### config.mk
export PLATFORM = sky130hd
export DESIGN_NAME = serial_frame_tx
export DESIGN_NICKNAME = d
export VERILOG_FILES = /design/src/rtl/serial_tx_pkg.sv /design/src/rtl/serial_frame_tx_bit_timer.sv /design/src/rtl/serial_frame_tx.sv
export SDC_FILE = /design/constraint.sdc
export NUM_CORES = 1
export LEC_CHECK = 0
export BUFFER_PORTS_ARGS = -buffer_cell sky130_fd_sc_hd__buf_2
export CAP_MARGIN = 5
export CORE_MARGIN = 5
export CORE_UTILIZATION = 45
export CTS_CLUSTER_SIZE = 10
export DETAILED_ROUTE_END_ITERATION = 7
export PLACE_DENSITY = 0.68
export SLEW_MARGIN = 20
export SYNTH_ARGS = -nofsm -noshare
export SYNTH_HDL_FRONTEND = slang
export SYNTH_SLANG_ARGS = --single-unit
### constraint.sdc
create_clock -name clk -period 1.6 [get_ports clk]
set_clock_uncertainty 0.15 [all_clocks]
set_input_delay 0.32 -clock clk [delete_from_list [all_inputs] [get_ports clk]]
set_output_delay 0.32 -clock clk [all_outputs]
set_load 0.05 [all_outputs]
### src/rtl/serial_tx_pkg.sv
// serial_tx_pkg
// Shared definitions for the framed serial transmitter:
//   state_e - frame FSM states (IDLE, START, DATA, PARITY, STOP)
//   cnt_w   - width helper for counters that must hold 0..n-1
package serial_tx_pkg;

  typedef enum logic [2:0] {
    ST_IDLE   = 3'd0,
    ST_START  = 3'd1,
    ST_DATA   = 3'd2,
    ST_PARITY = 3'd3,
    ST_STOP   = 3'd4
  } state_e;

  // Bits needed to hold values 0..n-1, never less than one bit so that
  // degenerate parameter values still give a legal vector.
  function automatic int cnt_w(input int n);
    return (n <= 2) ? 1 : $clog2(n);
  endfunction

endpackage

### src/rtl/serial_frame_tx_bit_timer.sv
// bit_timer
// Counts CLKS_PER_BIT clock cycles per serial bit and wraps to 0.
// Ports:
//   clk     in  clock
//   rst     in  synchronous active-high reset (clears the count)
//   clr     in  synchronous clear, asserted when a frame starts
//   en      in  count enable (frame in progress)
//   tc      out count is at CLKS_PER_BIT-1 this cycle
//   tc_next out count will be at CLKS_PER_BIT-1 next cycle
module bit_timer
  import serial_tx_pkg::*;
#(
  parameter int CLKS_PER_BIT = 4
) (
  input  logic clk,
  input  logic rst,
  input  logic clr,
  input  logic en,
  output logic tc,
  output logic tc_next
);

  localparam int CNT_W = cnt_w(CLKS_PER_BIT);
  localparam logic [CNT_W-1:0] LAST = CNT_W'(CLKS_PER_BIT - 1);

  logic [CNT_W-1:0] cnt_q;
  logic [CNT_W-1:0] cnt_d;

  always_comb begin
    cnt_d = cnt_q;
    if (clr) begin
      cnt_d = '0;
    end else if (en) begin
      cnt_d = (cnt_q == LAST) ? '0 : cnt_q + CNT_W'(1);
    end
  end

  always_ff @(posedge clk) begin
    if (rst) begin
      cnt_q <= '0;
    end else begin
      cnt_q <= cnt_d;
    end
  end

  assign tc      = (cnt_q == LAST);
  // Look-ahead lets the parent register a flag that is valid exactly in
  // the terminal cycle rather than one cycle late.
  assign tc_next = !rst && (cnt_d == LAST);

endmodule

### src/rtl/serial_frame_tx.sv
// serial_frame_tx
// Framed serial transmitter: start bit (0), DATA_W data bits LSB first,
// optional even-parity bit, stop bit (1). Each bit lasts CLKS_PER_BIT
// cycles. tx, busy and done are flop outputs.
// Ports:
//   clk     in  clock
//   rst     in  synchronous active-high reset
//   data_in in  payload, captured on an accepted load
//   load    in  request to send data_in
//   ready   out load will be accepted this cycle
//   tx      out serial line, idle high
//   busy    out frame in progress
//   done    out pulse in the final cycle of the stop bit
module serial_frame_tx
  import serial_tx_pkg::*;
#(
  parameter int DATA_W       = 8,
  parameter int CLKS_PER_BIT = 4,
  parameter int PARITY_EN    = 1
) (
  input  logic              clk,
  input  logic              rst,
  input  logic [DATA_W-1:0] data_in,
  input  logic              load,
  output logic              ready,
  output logic              tx,
  output logic              busy,
  output logic              done
);

  localparam int IDX_W = cnt_w(DATA_W + 1);
  localparam logic [IDX_W-1:0] LAST_IDX = IDX_W'(DATA_W - 1);

  state_e            state_q, state_d;
  logic [DATA_W-1:0] shift_q, shift_d;
  logic [IDX_W-1:0]  bit_idx_q, bit_idx_d;
  logic              parity_q, parity_d;
  logic              tx_q, tx_d;
  logic              busy_q, busy_d;
  logic              done_q, done_d;

  logic tc;
  logic tc_next;
  logic accept;

  // Ready comes from registered state only; STOP's terminal cycle is
  // included so frames can run back to back with no idle gap.
  assign ready  = !rst && ((state_q == ST_IDLE) || ((state_q == ST_STOP) && tc));
  assign accept = load && ready;

  bit_timer #(
    .CLKS_PER_BIT(CLKS_PER_BIT)
  ) u_bit_timer (
    .clk    (clk),
    .rst    (rst),
    .clr    (accept),
    .en     (busy_q),
    .tc     (tc),
    .tc_next(tc_next)
  );

  always_comb begin
    state_d   = state_q;
    shift_d   = shift_q;
    bit_idx_d = bit_idx_q;
    parity_d  = parity_q;
    tx_d      = tx_q;

    case (state_q)
      ST_IDLE: begin
        tx_d = 1'b1;
      end
      ST_START: begin
        if (tc) begin
          state_d   = ST_DATA;
          bit_idx_d = '0;
          tx_d      = shift_q[0];
        end
      end
      ST_DATA: begin
        if (tc) begin
          shift_d = shift_q >> 1;
          if (bit_idx_q == LAST_IDX) begin
            if (PARITY_EN != 0) begin
              state_d = ST_PARITY;
              tx_d    = parity_q;
            end else begin
              state_d = ST_STOP;
              tx_d    = 1'b1;
            end
          end else begin
            bit_idx_d = bit_idx_q + IDX_W'(1);
            tx_d      = shift_d[0];
          end
        end
      end
      ST_PARITY: begin
        if (tc) begin
          state_d = ST_STOP;
          tx_d    = 1'b1;
        end
      end
      ST_STOP: begin
        if (tc) begin
          state_d = ST_IDLE;
          tx_d    = 1'b1;
        end
      end
      default: begin
        state_d = ST_IDLE;
        tx_d    = 1'b1;
      end
    endcase

    // Accept is only possible in IDLE or the last STOP cycle, so it
    // simply overrides whatever the state decode chose above.
    if (accept) begin
      shift_d   = data_in;
      parity_d  = ^data_in;
      bit_idx_d = '0;
      state_d   = ST_START;
      tx_d      = 1'b0;
    end

    busy_d = (state_d != ST_IDLE);
    done_d = (state_d == ST_STOP) && tc_next;
  end

  always_ff @(posedge clk) begin
    if (rst) begin
      state_q   <= ST_IDLE;
      shift_q   <= '0;
      bit_idx_q <= '0;
      parity_q  <= 1'b0;
      tx_q      <= 1'b1;
      busy_q    <= 1'b0;
      done_q    <= 1'b0;
    end else begin
      state_q   <= state_d;
      shift_q   <= shift_d;
      bit_idx_q <= bit_idx_d;
      parity_q  <= parity_d;
      tx_q      <= tx_d;
      busy_q    <= busy_d;
      done_q    <= done_d;
    end
  end

  assign tx   = tx_q;
  assign busy = busy_q;
  assign done = done_q;

endmodule

==> After elaboration in Yosys (flattened, before gate mapping) <==
Index checks and enable logic that the tools add are counted.
{ "word_totals": {"regBits": 21, "output_inout_bits": 4, "wordCells": 65} }
{ "classes": {"n_addsub": 2, "eq_ne": 14, "muxes": 23, "n_reduce_logical": 18} }
{ "ops": {"columns": ["cell", "count"], "rows": [
  ["$mux 8", 3],
  ["$mux 3", 6],
  ["$pmux 3 s5", 1],
  ["$mux 4", 3],
  ["$pmux 4 s2", 1],
  ["$reduce_xor 8->1", 1],
  ["$eq 3x2->1 const B", 2],
  ["$eq 3x3->1 const B", 2],
  ["$mux 2", 3],
  ["$ne 2x2->1 const B", 3],
  ["$ne 3x3->1 const B", 2],
  ["$reduce_bool 2->1", 3],
  ["$logic_and 1x1->1", 5],
  ["$mux 1", 5],
  ["$add 4x1->4 const B", 1],
  ["$eq 2x2->1 const B", 2],
  ["$eq 4x3->1 const B", 1],
  ["$reduce_and 4->1", 1],
  ["$reduce_or 2->1", 2],
  ["$eq 3x1->1 const B", 1],
  ["$logic_not 3->1", 1],
  ["$ne 3x1->1 const B", 1],
  ["$pmux 1 s3", 1],
  ["$reduce_and 3->1", 1],
  ["5 further kinds", 5]
]} }

==> Longest topological paths before layout <==
Gate-level depths: netlist of the first run.
{ "depth": {"depth_word": 9, "depth_mapped": 6} }

==> Hierarchy <==
A second synthesis of the first run with hierarchy kept.
{ "hier_totals": {"hier_cells": 124, "area_unflattened_um2": 1093.5} }
{ "by_module_without_submodules": {"columns": ["module", "n_inst", "cells_each", "area_per_inst_um2", "seq_area_each_um2"], "rows": [
  ["serial_frame_tx", 1, 115, 988.4, 380.4],
  ["bit_timer", 1, 9, 105.1, 40.0]
]} }

==> Least setup slack after synthesis of the first run <==
Ideal clock, no wire load.
{ "synth_timing": {"path_kind": "flip-flop to output port", "from": "reg u_bit_timer.cnt_q[0]", "to": "out ready", "arrival_ns": 1.488, "required_time_ns": 1.130, "path_slack_ns": -0.358, "path_stages_with_launch": 5, "path_buffers": 0, "cell_sequence": "dfxtp_1 -> ha_1 -> nand2b_1 -> nand2_1 -> nor2_1"} }
{ "synth_between": {"elab_chain_cells": 4} }
{ "synth_rtl": {"columns": ["item", "line", "source"], "rows": [
  ["start: declaration", "serial_frame_tx_bit_timer.sv:26", "logic [CNT_W-1:0] cnt_q;"],
  ["start signal: assignment", "serial_frame_tx_bit_timer.sv:42", "cnt_q <= cnt_d;"],
  ["$eq 2x2->1", "serial_frame_tx_bit_timer.sv:46", "assign tc = (cnt_q == LAST);"],
  ["$logic_and 1x1->1", "serial_frame_tx.sv:48", "assign ready = !rst && ((state_q == ST_IDLE) || ((state_q == ST_STOP) && tc));"],
  ["$logic_or 1x1->1", "serial_frame_tx.sv:48", null],
  ["$logic_and 1x1->1", "serial_frame_tx.sv:48", null],
  ["end: declaration", "serial_frame_tx.sv:25", "output logic ready,"]
]} }
Every way passes these cells.

==> Worst setup path after layout of the first run <==
{ "layout_timing": {"from": "reg u_bit_timer.cnt_q[0]", "to": "reg tx_q, in the netlist tx"} }
{ "layout_between": {"elab_chain_cells": 7} }
{ "layout_rtl": {"columns": ["item", "line", "source"], "rows": [
  ["$eq 2x2->1 *", "serial_frame_tx_bit_timer.sv:46", null],
  ["$logic_and 1x1->1", "serial_frame_tx.sv:48", null],
  ["$logic_or 1x1->1", "serial_frame_tx.sv:48", null],
  ["$logic_and 1x1->1", "serial_frame_tx.sv:48", null],
  ["$logic_and 1x1->1", "serial_frame_tx.sv:49", "assign accept = load && ready;"],
  ["$ne 3x3->1 (no source line) or $ne 3x1->1 (tied branches)", null, null],
  ["$reduce_and 3->1 (no source line)", null, null],
  ["end signal: assignment", "serial_frame_tx.sv:143", "tx_q <= tx_d;"],
  ["end: declaration", "serial_frame_tx.sv:38", "logic tx_q, tx_d;"]
]} }
Mark *: on every way between the ends. The rest lies on a longest branch, timed or not.
A chain may end at the register's enable or synchronous reset.

==> metrics.txt, run 1 <==
Max Root-Sink Buffers 2; post-synth top area share 0.394; crit-path max cell delay 500 ps; GPL Wtd Cong 0.746; failing checks negative setup slack; final cell count without fillers 181; Post-CTS Hold Buffers 0; CTS tree built; Seq/Total Area, Yosys 0.394; share of cells above drive strength 1 0.412; WHS 112 ps; Post-Route Utilization 0.650; hold path depth 3; leading area contributor after synthesis dfxtp_1; DRC viols 0; Max Fclk 577 MHz; H-Tree Depth 1; Core Region 2230 µm²; number of top-level pins 15; Yosys cell types 34; R2R cell count 5; max cap viols 0; Detailed Routing Iterations Pass 1 4; Detail Route Antenna Nets 0; All-Layer GR Usage 0.158; Final nets 167; Initial Util 0.478; period utilization 1.08; fin. max-slew vios 0; synthesized cell area 1070 µm²; hold crit path type primary input to flop; first-pass GRT wire length 4190 µm; initial antenna violation count 0; cts bufs inserted 3; Critical Path AT 1800 ps; CP Class flop to flop; Placement Cell Area 1260 µm²; area taken by multi-input logic gates 741 µm²; EDFF count, synth 0; CTS sink count 21; initial DRC count 39; row count 17; largest net degree at the start of global routing 17; design area 1450 µm²; Clk pin slew, worst setup/hold paths 120 ps; Slew headroom 0.797; Tot Pwr 1020 µW; flip-flop and latch count after synthesis 21; Congestion Overflow GR 0; ys flop type dfxtp_1; pwr dens 705 nW/µm²; synth-to-layout area growth 36.1%; DIE HEIGHT 58.7 µm; Antenna diodes 0; crit path cell chain ha_4 -> buf_4 -> buf_6 -> or4_4 -> a31o_1; worst-case vdd ir drop 675 µV; die width 58.7 µm; most common cell after layout, fill and taps aside dfxtp_1; Synth area leaders dfxtp_1 39%, xnor2_1 6.6%, a21oi_1 5.2%, nand3_1 4.2%, nand2_1 4.2%; Ys Warns 0; Via Count 1013; leakage power 0.000552 µW; Slowest-stage cell, CP or4_4; drt wl/cell 15.0 µm; critical path endpoint category flop; root buffer cell clkbuf_4; actual slew at the worst max-slew pin 304 ps; clock insertion delay at the later pin of the skew report 310 ps; unrepaired setup endpoints after global routing yes; reg2reg setup slack -130 ps; Worst Path Required 1670 ps; setup slack after layout -133 ps; register area 430 µm²; mean post-synth cell area 8.61 µm²; fraction of registers with async set or reset after synthesis 0; Routed WL 2720 µm; final hold vios 0; die area 3450 µm²; port buffer count 14; Startpoint Class flop; endpoints failing setup 13; Fillers 189; Crit Path Max Fanout 5; vias in the first global route 957; detailed placement HPWL 1800 µm; status finished with violations; commonest cells after routing, fill and taps aside 17 x dfxtp_1, 13 x buf_2, 12 x buf_4, 9 x nand3_1, 9 x nand2_1; Mapped Cells 124; DP Cell Count 171; Synth Net Count 137; clock period minus worst slack 1730 ps; via/cell ratio 5.60
synth_stat cells (4+ instances only):
cell	count
dfxtp_1	21
nor3_1	4
a311oi_1	4
nand3_1	9
a21oi_1	11
nand2b_1	5
xnor2_1	8
nor2_1	7
nand2_1	12
repair_timing:
item                                    4_1_cts  5_1_grt
endpoints found under the setup margin        4       12
gates resized for setup                      11       21
pin swaps                                     6        5
buffers inserted                              2        4
layout make-up:
type                            count  share of cell area
Clock buffer                        4              0.0181
Inverter                            3             0.00775
Multi-Input combinational cell     96               0.510
Sequential cell                    21               0.296
Tap cell                           28              0.0241
Timing Repair Buffer               29               0.144
layer usage:
metal	share of wire	GRT usage	wire, µm	vias up
li1	-	-	-	508
met5	0	0	0	-
met2	0.49	0.266	1340	28
met3	0.031	0.0263	83	9
met4	0.030	0.0939	82	0
met1	0.45	0.187	1210	468
where the power goes:
group	leakage (µW)	internal [µW]	switching [µW]	total, µW
sequential	0.000174	545	20.2	565
clock	0.0000150	97.4	172	269
combinational	0.000364	91.0	98.8	190
worst paths after layout:
| check | start | endpoint |
|---|---|---|
| min | data_in[7] | shift_q[7]$_SDFFE_PP0P_ |
| max | u_bit_timer.cnt_q[0]$_SDFF_PP0_ | tx$_SDFFE_PP1P_ |
| max reg2reg | u_bit_timer.cnt_q[0]$_SDFF_PP0_ | tx$_SDFFE_PP1P_ |
| min reg2reg | parity_q$_SDFFE_PP0N_ | parity_q$_SDFFE_PP0N_ |
worst max-delay path: cells and delay by family (launching register included):
family	cells	cell delay, ps
AOI/OAI and AO/OA	1	210
adders and majority gates	1	160
buffers and inverters	2	250
DFF	1	380
and+or+nand+nor	1	500
kinds of logic after synthesis:
logic type,synth area share
DFF,0.394
adders and majority gates,0.0234
buffers and inverters,0.0258
muxes,0.0188
xor gates and xnor gates,0.0739
and+or+nand+nor,0.265
AOI/OAI and AO/OA,0.199
through the flow:
stage,setup WS [ps],TNS [ps]
after floorplan,36.0,0
after global placement,16.6,0
after detailed placement,-63.2,-90.4
after CTS,-121,-216
after global routing,-181,-1790
final,-133,-995
registers in the layout (all words and copies together), names as in the netlist:
name               count
bit_idx_q              4
busy                   1
done                   1
parity_q               1
shift_q                8
state_q                3
tx                     1
u_bit_timer.cnt_q      2
Power figures use the tool's default switching activity.
==> run 2, diff against run 1 <==
Settings changed: GPL_TIMING_DRIVEN set to 0.
==> run 2 against run 1 <==
Against the previous run: the flow still finishes with violations (negative setup slack); sequential cell count did not move; global-route usage shrank 0.51 points; worst setup slack got worse by 15 ps; fmax decreased by 0.88%; sequential share of layout area grew 0.38 points; power down 1.0%; via count is 0.89% lower; clock power fell by 3%.
==> metrics.txt, run 2 (synthesized netlist as in run 1, its figures left out) <==
status finished with violations; failing checks negative setup slack; drt wl/cell 15.0 µm; Final TNS setup -796 ps; CTS sink count 21; GPL Wtd Cong 0.777; cts bufs inserted 3; Initial Util 0.478; Worst Path Required 1130 ps; metal3 WL 74 µm; Crit Path Max Fanout 3; worst-case vdd ir drop 565 µV; unrepaired setup endpoints after global routing yes; WHS 115 ps; number of top-level pins 15; root buffer cell clkbuf_4; port buffer count 13; synth-to-layout area growth 35.2%; Final nets 164; die area 3450 µm²; Clk pin slew, worst setup/hold paths 130 ps; clock period minus worst slack 1750 ps; Detailed Routing Iterations Pass 1 4; final hold vios 0; share of cells above drive strength 1 0.400; Slew headroom 0.735; Max Fclk 572 MHz; Congestion Overflow GR 0; largest reg by FF count shift_q; vias in the first global route 940; DRC viols 0; max reg flops 8; Fillers 186; leakage power 0.000552 µW; max cap viols 0; Antenna diodes 0; fin. max-slew vios 0; first-pass GRT wire length 4200 µm; Core Region 2230 µm²; Max Used Layer met4; Post-CTS Hold Buffers 0; commonest cells after routing, fill and taps aside 15 x dfxtp_1, 12 x buf_2, 10 x nand2_1, 9 x nand3_1; largest net degree at the start of global routing 13; pre-CTS setup slack -232 ps; hold crit path type primary input to flop; Critical Path AT 1280 ps; die width 58.7 µm; pwr dens 703 nW/µm²; All-Layer GR Usage 0.153; Regs by FF count shift_q: 8 flops, bit_idx_q: 4 flops, state_q: 3 flops; met1 wire length 1230 µm; initial antenna violation count 0; via/cell ratio 5.64; DIE HEIGHT 58.7 µm; Routed WL 2680 µm; endpoints failing setup 11; period utilization 1.09; detailed placement HPWL 1730 µm; final cell count without fillers 178; Max Root-Sink Buffers 2; setup slack after layout -148 ps; DR WL met2 1340 µm; DP Cell Count 165; Detail Route Antenna Nets 0; CTS tree built; H-Tree Depth 1; clock insertion delay at the later pin of the skew report 310 ps; Tot Pwr 1010 µW; critical path endpoint category output port; Via Count 1004; actual slew at the worst max-slew pin 398 ps; most common cell after layout, fill and taps aside dfxtp_1; CP Class flop to output port; Startpoint Class flop; initial DRC count 31; row count 17
## run 2: path summary, 6_finish.rpt
check                                   from                 endpoint  slack (ps)  depth (start not counted)
min reg2reg          shift_q[7]$_SDFFE_PP0P_  shift_q[7]$_SDFFE_PP0P_         330                          2
max          u_bit_timer.cnt_q[0]$_SDFF_PP0_                    ready        -150                          5
min                               data_in[7]  shift_q[7]$_SDFFE_PP0P_         120                          3
max reg2reg  u_bit_timer.cnt_q[0]$_SDFF_PP0_          tx$_SDFFE_PP1P_        -140                          5
## run 2: per-layer routing
metal / GRT usage / vias up
li1: - / 501
met1: 0.209 / 479
met2: 0.249 / 20
met3: 0.0219 / 4
met4: 0.0485 / 0
met5: 0 / -
## run 2: area by class of cell
cell class | count | area, µm² | share of cell area
plain buffers | 3 | 20.0 | 0.0139
clock buffers | 3 | 22.5 | 0.0156
clock inverters | 1 | 5.00 | 0.00347
inverters | 3 | 11.3 | 0.00781
multi-input cells | 96 | 754 | 0.523
flip-flops and latches | 21 | 433 | 0.300
well taps | 28 | 35.0 | 0.0243
repair buffers | 23 | 161 | 0.112
## run 2: where the power goes
group          total [µW]  leakage, µW  switching [µW]  internal [µW]
clock network         260    0.0000177             167           93.2
registers             565     0.000175            20.3            545
logic                 188     0.000360             101           87.6
## run 2: worst max-delay path, cell delays in order, from the launching register on
cell      delay, ps
dfxtp_4         380
ha_4            140
nand2b_4        140
nand2_4          60
nor2_4          100
buf_8           150
## run 2: what timing repair did
action | 4_1_cts | 5_1_grt
setup endpoints to repair | 16 | 12
pin swaps | 3 | 11
buffers inserted | 4 | 6
gates resized for setup | 16 | 27
## run 2: stage by stage
step | util | cell area [µm²]
after floorplan | - | 1090
final | 0.646 | 1440
after CTS | 0.580 | 1300
after global routing | 0.646 | 1440
after global placement | 0.532 | 1190
after detailed placement | 0.532 | 1190
